## src/rtl/arb_pkg.sv

```systemverilog
// Shared types and helpers for the arbitrating multiplexer and its picker.
package arb_pkg;

    typedef enum logic {
        ARB_FIXED = 1'b0,
        ARB_RR    = 1'b1
    } arb_mode_t;

    // Channel-id width; a single-bit id is kept even for degenerate counts.
    function automatic int ch_id_w(input int n);
        return (n > 1) ? $clog2(n) : 1;
    endfunction

endpackage

```

## src/rtl/arb_rr_picker.sv

```systemverilog
// Rotating priority picker: first set request at or above ptr, wrapping.
// A pointer tied to zero degenerates into lowest-index-wins.
module arb_rr_picker #(
    parameter int NUM_CH = 4,
    parameter int IDX_W  = 2
) (
    input  logic [NUM_CH-1:0] req,
    input  logic [IDX_W-1:0]  ptr,
    output logic [NUM_CH-1:0] gnt,
    output logic [IDX_W-1:0]  idx,
    output logic              any
);

    logic [2*NUM_CH-1:0] dbl;
    logic [2*NUM_CH-1:0] masked;

    // Upper copy of the request vector supplies the wrapped-around channels.
    always_comb begin
        dbl    = {req, req};
        masked = '0;
        for (int j = 0; j < 2*NUM_CH; j++) begin
            masked[j] = dbl[j] && (j >= int'(ptr));
        end
    end

    always_comb begin
        idx = '0;
        any = 1'b0;
        for (int j = 2*NUM_CH-1; j >= 0; j--) begin
            if (masked[j]) begin
                any = 1'b1;
                idx = (j >= NUM_CH) ? IDX_W'(j - NUM_CH) : IDX_W'(j);
            end
        end
        gnt = any ? (NUM_CH'(1) << idx) : '0;
    end

endmodule

```

## src/rtl/arb_mux.sv

```systemverilog
// N-channel arbitrating mux with a single registered valid/ready output stage.
module arb_mux
    import arb_pkg::*;
#(
    parameter int DATA_WIDTH = 32,
    parameter int NUM_CH     = 4,
    parameter int RR_EN      = 1,
    parameter int ID_W       = ch_id_w(NUM_CH)
) (
    input  logic                         clk,
    input  logic                         arstn,
    input  logic [NUM_CH-1:0]            i_valid,
    input  logic [NUM_CH*DATA_WIDTH-1:0] i_data,
    output logic [NUM_CH-1:0]            o_ready,
    output logic                         o_valid,
    output logic [DATA_WIDTH-1:0]        o_data,
    output logic [ID_W-1:0]              o_ch_id,
    input  logic                         i_ready
);

    localparam arb_mode_t MODE = (RR_EN != 0) ? ARB_RR : ARB_FIXED;

    logic                  o_valid_q, o_valid_d;
    logic [DATA_WIDTH-1:0] o_data_q, o_data_d;
    logic [ID_W-1:0]       o_ch_id_q, o_ch_id_d;
    logic [ID_W-1:0]       ptr_q, ptr_d;
    logic [ID_W-1:0]       pick_ptr;
    logic [ID_W-1:0]       win_idx;
    logic [NUM_CH-1:0]     gnt;
    logic                  win_any;
    logic                  load_en;
    logic                  xfer;

    // Fixed priority pins the pointer at zero so the register folds away.
    assign pick_ptr = (MODE == ARB_RR) ? ptr_q : '0;

    arb_rr_picker #(
        .NUM_CH (NUM_CH),
        .IDX_W  (ID_W)
    ) u_picker (
        .req (i_valid),
        .ptr (pick_ptr),
        .gnt (gnt),
        .idx (win_idx),
        .any (win_any)
    );

    assign load_en = !o_valid_q || i_ready;
    assign o_ready = (arstn && load_en) ? gnt : '0;
    assign xfer    = arstn && load_en && win_any;

    always_comb begin
        o_valid_d = o_valid_q;
        o_data_d  = o_data_q;
        o_ch_id_d = o_ch_id_q;
        ptr_d     = ptr_q;
        if (xfer) begin
            o_valid_d = 1'b1;
            o_data_d  = i_data[win_idx*DATA_WIDTH +: DATA_WIDTH];
            o_ch_id_d = win_idx;
            if (MODE == ARB_RR) begin
                // Explicit wrap keeps non-power-of-2 channel counts in range.
                ptr_d = (win_idx == ID_W'(NUM_CH-1)) ? '0 : win_idx + 1'b1;
            end
        end else if (i_ready) begin
            o_valid_d = 1'b0;
        end
    end

    always_ff @(posedge clk or negedge arstn) begin
        if (!arstn) begin
            o_valid_q <= 1'b0;
            o_data_q  <= '0;
            o_ch_id_q <= '0;
            ptr_q     <= '0;
        end else begin
            o_valid_q <= o_valid_d;
            o_data_q  <= o_data_d;
            o_ch_id_q <= o_ch_id_d;
            ptr_q     <= ptr_d;
        end
    end

    assign o_valid = o_valid_q;
    assign o_data  = o_data_q;
    assign o_ch_id = o_ch_id_q;

endmodule

```

## config.mk

```make
export PLATFORM = sky130hd
export DESIGN_NAME = arb_mux
export DESIGN_NICKNAME = d
export VERILOG_FILES = /design/src/rtl/arb_pkg.sv /design/src/rtl/arb_rr_picker.sv /design/src/rtl/arb_mux.sv
export SDC_FILE = /design/constraint.sdc
export NUM_CORES = 1
export LEC_CHECK = 0
export CORE_ASPECT_RATIO = 0.9
export CORE_MARGIN = 3
export CORE_UTILIZATION = 36
export DETAILED_ROUTE_END_ITERATION = 8
export GPL_TIMING_DRIVEN = 0
export PLACE_DENSITY = 0.81
export SLEW_MARGIN = 20
export SYNTH_ARGS = -nofsm -noshare
export SYNTH_HDL_FRONTEND = slang
export SYNTH_SLANG_ARGS = --single-unit
export TNS_END_PERCENT = 10
```

## constraint.sdc

```tcl
create_clock -name clk -period 2.7 [get_ports clk]
set_clock_uncertainty 0.1 [all_clocks]
set_input_delay 0.405 -clock clk [delete_from_list [all_inputs] [get_ports clk]]
set_output_delay 0.405 -clock clk [all_outputs]
set_load 0.03 [all_outputs]
```

==> results of run 1 <==
worst max-delay path: stages (launching register included):
cell and delay, ps:
dfrtp_1 430, and3b_1 230, a31o_4 260, nor2_4 130
inv_4 90, buf_6 170, ha_1 190, and2_1 130
buf_2 170
timing repair:
| item | in CTS | in global routing |
|---|---|---|
| gates resized for setup | 25 | 5 |
| buffers inserted | 2 | 0 |
| hold endpoints to repair | 14 | 0 |
| setup endpoints to repair | 4 | 4 |
| hold buffers | 2 | 0 |
| pin swaps | 2 | 0 |
cell type report:
type,instances,area [um^2]
Fill cell,552,2170
Timing Repair Buffer,178,1770
Multi-Input combinational cell,228,1540
Sequential cell,37,926
Buffer,25,150
Tap cell,90,113
Clock buffer,8,80.1
Inverter,3,13.8
layer usage:
metal  wire length, um  up-vias  track usage (%)
met5                 0        -                0
met3               829       14             5.03
met2              4820      144             39.4
met4               174        0             6.29
li1                  -     1440                -
met1              4040     1434             28.3
worst max path at each step:
stage | from | end | slack, ps | cells past startpoint
after floorplan | pick_ptr[1] | o_ready[0] | 500 | 7
after global placement | arstn | o_ready[0] | -1430 | 5
after detailed placement | i_valid[2] | o_ready[2] | -940 | 9
after CTS | i_valid[0] | o_ready[1] | -40 | 6
after global routing | pick_ptr[0] | o_ready[2] | 7 | 8
final | pick_ptr[0] | o_ready[2] | 100 | 8
flip-flops by register name, summed over array words and instances, names as in the netlist:
name	flops
o_data	32
pick_ptr	2
o_valid	1
o_ch_id	2
where the power goes:
| group | internal [mW] | total, mW | switching (mW) |
|---|---|---|---|
| Clock | 0.184 | 0.381 | 0.197 |
| Sequential | 0.780 | 0.911 | 0.131 |
| Combinational | 0.981 | 2.21 | 1.23 |
kinds of logic after synthesis:
kind of cell / synth area share [%]
simple gates: 15.8
mux: 12.4
flops: 35.8
fa+ha+maj: 1.94
compound gates: 27.7
buf+inv: 6.25
synthesized netlist by cell type, drive strengths merged:
| master | n |
|---|---|
| nand2 | 38 |
| dfrtp | 37 |
| o21ai | 35 |
| a21o | 33 |
| nand3 | 33 |
| o211ai | 33 |
| mux2i | 32 |
| buf | 13 |
| clkbuf | 12 |
| and2 | 4 |
| ha | 4 |
| inv | 3 |
| nand2b | 3 |
| a21oi | 2 |
| nor2 | 2 |
| a31o | 1 |
| a31oi | 1 |
| and3 | 1 |
| and3b | 1 |
| nor2b | 1 |
| o21a | 1 |
| o221ai | 1 |
| or2 | 1 |
| or4 | 1 |
through the flow:
step | worst slack [ps] | utilization, %
floorplan | 498 | -
global placement | -1430 | 65.5
detailed placement | -937 | 65.7
CTS | -44.6 | 67.7
global route | 6.72 | 67.9
finish | 104 | 67.9
==> flow_summary.json, run 1 <==
{
  "status": "finished clean",
  "ys_seq_elements": 37,
  "tightest_slew_ps": 653,
  "ys_seq_area_share_pct": 35.8,
  "drtPass1Iterations": 4,
  "rsz0062_at_grt": "false",
  "routedWlPerCell_um": 17.3,
  "grt_pass1_vias": 3042,
  "cap_violations": 0,
  "post-route-period-util_pct": 96.2,
  "reg2reg_slack_ps": 540,
  "drt_iter0_markers": 115,
  "critPathKind": "flip-flop to primary output",
  "die_w_um": 95.3,
  "yosysTopAreaCellShare_pct": 35.8,
  "ant_nets": 0,
  "syn_avg_cell_area_um2": 8.82,
  "io_pins": 174,
  "worstPathRequired_ps": 2190,
  "cts_buffers": 5,
  "setup.worst_path.end_class": "primary output",
  "setup_viol": 0,
  "clkSinkCount": 37,
  "cts_max_path_buffers": 2,
  "final_cell_count_no_fill": 569,
  "layout_common_cells": "clkdlybuf4s50_1, nand2_1, dfrtp_1, o21ai_0",
  "finalWirelength_mm": 9.86,
  "grt_pass1_wl_mm": 14.7,
  "worstSetupStartpointType": "flip-flop",
  "power_density_mw_per_mm2": 764,
  "power.static_leakage_nw": 1.91,
  "synthTopCellsByArea": "dfrtp_1, mux2i_1, a21o_1, o211ai_1, o21ai_0",
  "critPathMaxFanout": 11,
  "power_mw": 3.51,
  "holdPathEnd": "o_data[23]",
  "r2r_cells": 6,
  "drive_above_1_share_pct": 7.93,
  "vdd_ir_drop_max_v": 0.000441,
  "period_needed_ps": 2600,
  "clkTransAtPathRegs_ps": 80,
  "fp-row-count": 28,
  "syn2layout_area_growth_pct": 77.6,
  "fin_area_mm2": 0.00459,
  "min_from": "o_data[23]",
  "hpwl_mm": 7.63,
  "slew-limit-headroom_pct": 56.3,
  "slew_viol_final": 0,
  "cts-root-buf": "clkbuf_8",
  "max_freq_ghz": 0.385,
  "initial_core_util_pct": 38.2,
  "final_common_cell": "clkdlybuf4s50_1",
  "dp.cells": 557,
  "die_h_um": 86.4,
  "h-tree-depth": 2,
  "yosysTopAreaCell": "dfrtp_1",
  "grt_start_max_net_pins": 27,
  "syn_area_mm2": 0.00258,
  "core_area_mm2": 0.00676,
  "remaining_drc_errors": 0,
  "io_buffers": 173,
  "cts_tree": "built",
  "antenna_found_initial": 0,
  "routabilityCongestion": 0.893,
  "layout.nets": 617,
  "diodes": 0,
  "worst_r2r_endpoint": "o_data[4]",
  "grt-ovfl-total": 0,
  "synth_cell_types": 31,
  "final_hold_viol_count": 0,
  "fp.dieArea_mm2": 0.00823,
  "hold_path.class": "flip-flop to flip-flop",
  "setup_tns_ps": 0,
  "vias": 3032,
  "placed_area_mm2": 0.00444,
  "r2r-start": "pick_ptr[0]",
  "holdPathStages": 2,
  "syn-num-nets": 432,
  "grtUsageTotal_pct": 22.7,
  "synth_warnings": 0,
  "netlist_instances": 293,
  "clkLatencyLatePin_ps": 280,
  "vias_per_cell": 5.33,
  "hold_ws_ps": 396,
  "cp_data_arrival_time_ps": 2090
}
(Power assumes the default switching activity.)
==> run 2, diff against run 1 <==
--- a/config.mk
+++ b/config.mk
@@ -7,12 +7,13 @@
 export LEC_CHECK = 0
 export CORE_ASPECT_RATIO = 0.9
 export CORE_MARGIN = 3
-export CORE_UTILIZATION = 36
+export CORE_UTILIZATION = 35
 export DETAILED_ROUTE_END_ITERATION = 8
 export GPL_TIMING_DRIVEN = 0
-export PLACE_DENSITY = 0.81
+export PLACE_DENSITY = 0.82
 export SLEW_MARGIN = 20
 export SYNTH_ARGS = -nofsm -noshare
 export SYNTH_HDL_FRONTEND = slang
+export SYNTH_HIERARCHICAL = 1
 export SYNTH_SLANG_ARGS = --single-unit
 export TNS_END_PERCENT = 10
==> flow_summary.json, run 2 <==
{
  "synthTopCellsByArea": "dfrtp_1, mux4_2, mux2_2, mux4_1, buf_12",
  "worstPathRequired_ps": 2190,
  "tightest_slew_ps": 513,
  "grt_start_max_net_pins": 23,
  "top_layer": "met4",
  "cap_violations": 0,
  "core_area_mm2": 0.00638,
  "diodes": 0,
  "critPathMostFrequentCell": "clkdlybuf4s50_1",
  "synth_warnings": 6,
  "async_flop_share_pct": 100,
  "syn_avg_cell_area_um2": 15.8,
  "ys_seq_area_share_pct": 38.5,
  "netlist_instances": 152,
  "routedWlPerCell_um": 17.3,
  "layout_common_cells": "clkdlybuf4s50_1, dfrtp_1, mux2_2, mux4_2, a21oi_1",
  "cp_data_arrival_time_ps": 2110,
  "grtUsageTotal_pct": 19.2,
  "cpPeakStageDelay_ps": 670,
  "grt-ovfl-total": 0,
  "yosysTopAreaCell": "dfrtp_1",
  "hold_path.class": "primary input to async pin",
  "status": "complete, but fails checks",
  "routed-wl-met3_um": 601,
  "power.static_leakage_nw": 1.75,
  "slew_viol_final": 0,
  "rsz0062_at_grt": "false",
  "grt_pass1_vias": 2331,
  "clkTransAtPathRegs_ps": 70,
  "wl_met2_mm": 4.05,
  "layout.nets": 469,
  "hold_ws_ps": -12.1,
  "antenna_found_initial": 0,
  "yosysTopAreaCellShare_pct": 38.5,
  "io_pins": 174,
  "clkSinkCount": 37,
  "grt_pass1_wl_mm": 11.7,
  "final_hold_viol_count": 20,
  "final_common_cell": "clkdlybuf4s50_1",
  "routabilityCongestion": 0.785,
  "post-route-period-util_pct": 96.9,
  "fp.dieArea_mm2": 0.00790,
  "cts_hold_buf": 0,
  "die_w_um": 93.3,
  "yosys-top-cells-count": "dfrtp_1, mux2_2, mux4_2",
  "syn_area_mm2": 0.00240,
  "setup_viol": 0,
  "hpwl_mm": 6.19,
  "drive_above_1_share_pct": 26.6,
  "period_needed_ps": 2620,
  "critPathMaxFanout": 7,
  "finalWirelength_mm": 7.30,
  "vias_per_cell": 5.02,
  "cp_slowest_cell": "clkdlybuf4s50_1",
  "synth_cell_types": 26,
  "io_buffers": 173,
  "setup.worst_path.end_class": "primary output",
  "cts_buffers": 5,
  "vias": 2115,
  "ys_seq_elements": 37,
  "m1WireLength_mm": 2.62,
  "cts-root-buf": "clkbuf_8",
  "slew-limit-headroom_pct": 65.8,
  "power_mw": 3.89,
  "syn-num-nets": 288,
  "critPathKind": "primary input to primary output",
  "largest_reg_flops": 32,
  "final.fill_count": 476,
  "worstSetupStartpointType": "primary input",
  "ant_nets": 0,
  "clkLatencyLatePin_ps": 280,
  "synth-edff-count": 0,
  "remaining_drc_errors": 0,
  "ys.flop_type": "dfrtp_1",
  "cts_tree": "built",
  "h-tree-depth": 2,
  "drtPass1Iterations": 4,
  "initial_core_util_pct": 37.6,
  "vdd_ir_drop_max_v": 0.000490,
  "worstPathCellList": "clkdlybuf4s50_1 > a21oi_1 > o211a_1 > and3_1 > clkdlybuf4s50_1",
  "fp-row-count": 27,
  "cts_max_path_buffers": 2,
  "max_freq_ghz": 0.382,
  "die_h_um": 84.6,
  "power_density_mw_per_mm2": 892,
  "yosysMostFrequentCell": "dfrtp_1",
  "violations": "negative hold slack",
  "drt_iter0_markers": 36,
  "syn2layout_area_growth_pct": 81.4
}
-- run 2: critical path, delay by kind of cell --
| kind | cells | cell delay, ps |
|---|---|---|
| simple gates | 1 | 150 |
| compound gates | 2 | 360 |
| buf+inv | 2 | 1190 |
-- run 2: final timing paths --
check / from / to / slack (ps) / cells after the start
worst max-delay path: i_valid[2] / o_ready[1] / 80 / 5
worst min-delay path: arstn / o_data[24] / -10 / 1
worst max register to register: pick_ptr[1] / o_data[4] / 300 / 7
worst min register to register: o_data[0] / o_data[0] / 400 / 1
max in group asynchronous: arstn / o_data[14] / 2040 / 2
min in group clk: o_data[0] / o_data[0] / 400 / 1
-- run 2: power breakdown --
group	leakage (nW)	internal (mW)	total [mW]	switching (mW)
combinational	1.28	1.36	2.53	1.17
sequential	0.434	0.832	0.993	0.160
clock	0.0395	0.183	0.364	0.181
total	1.75	2.37	3.89	1.51
-- run 2: through the flow --
stage	worst slack [ps]	cells	util (%)	TNS (ps)	area, um^2
3_5_place_dp	-293	413	66.8	-7540	4270
6_report	83.9	421	68.2	0	4360
3_3_place_gp	-1050	412	66.5	-40790	4240
5_1_grt	9.93	421	68.2	0	4360
2_1_floorplan	551	152	-	0	2400
4_1_cts	0.556	421	68.1	0	4350
-- run 2: kinds of logic after synthesis --
| family | Yosys count | synth area share [%] |
|---|---|---|
| AOI/OAI and AO/OA | 15 | 4.22 |
| muxes | 68 | 47.5 |
| buffers and inverters | 13 | 4.69 |
| DFF | 37 | 38.5 |
| and+or+nand+nor | 18 | 4.53 |
| adders and majority gates | 1 | 0.521 |
-- run 2: area by class of cell --
cell class	count	area [um^2]	area share, %
multi-input cells	102	1360	31.3
flip-flops and latches	37	926	21.3
repair buffers	174	1760	40.4
inverters	2	7.51	0.172
clock buffers	8	80.1	1.84
plain buffers	11	109	2.50
well taps	87	109	2.50
-- run 2: metal layers --
metal / global-route usage, % / vias up
li1: - / 978
met1: 20.5 / 1048
met2: 36.2 / 87
met3: 6.81 / 2
met4: 3.60 / 0
met5: 0 / -
-- run 2: what timing repair did --
action | 4_1_cts | 5_1_grt
buffers inserted | 0 | 0
pin swaps | 0 | 0
resized for setup | 1 | 5
setup endpoints to repair | 1 | 32
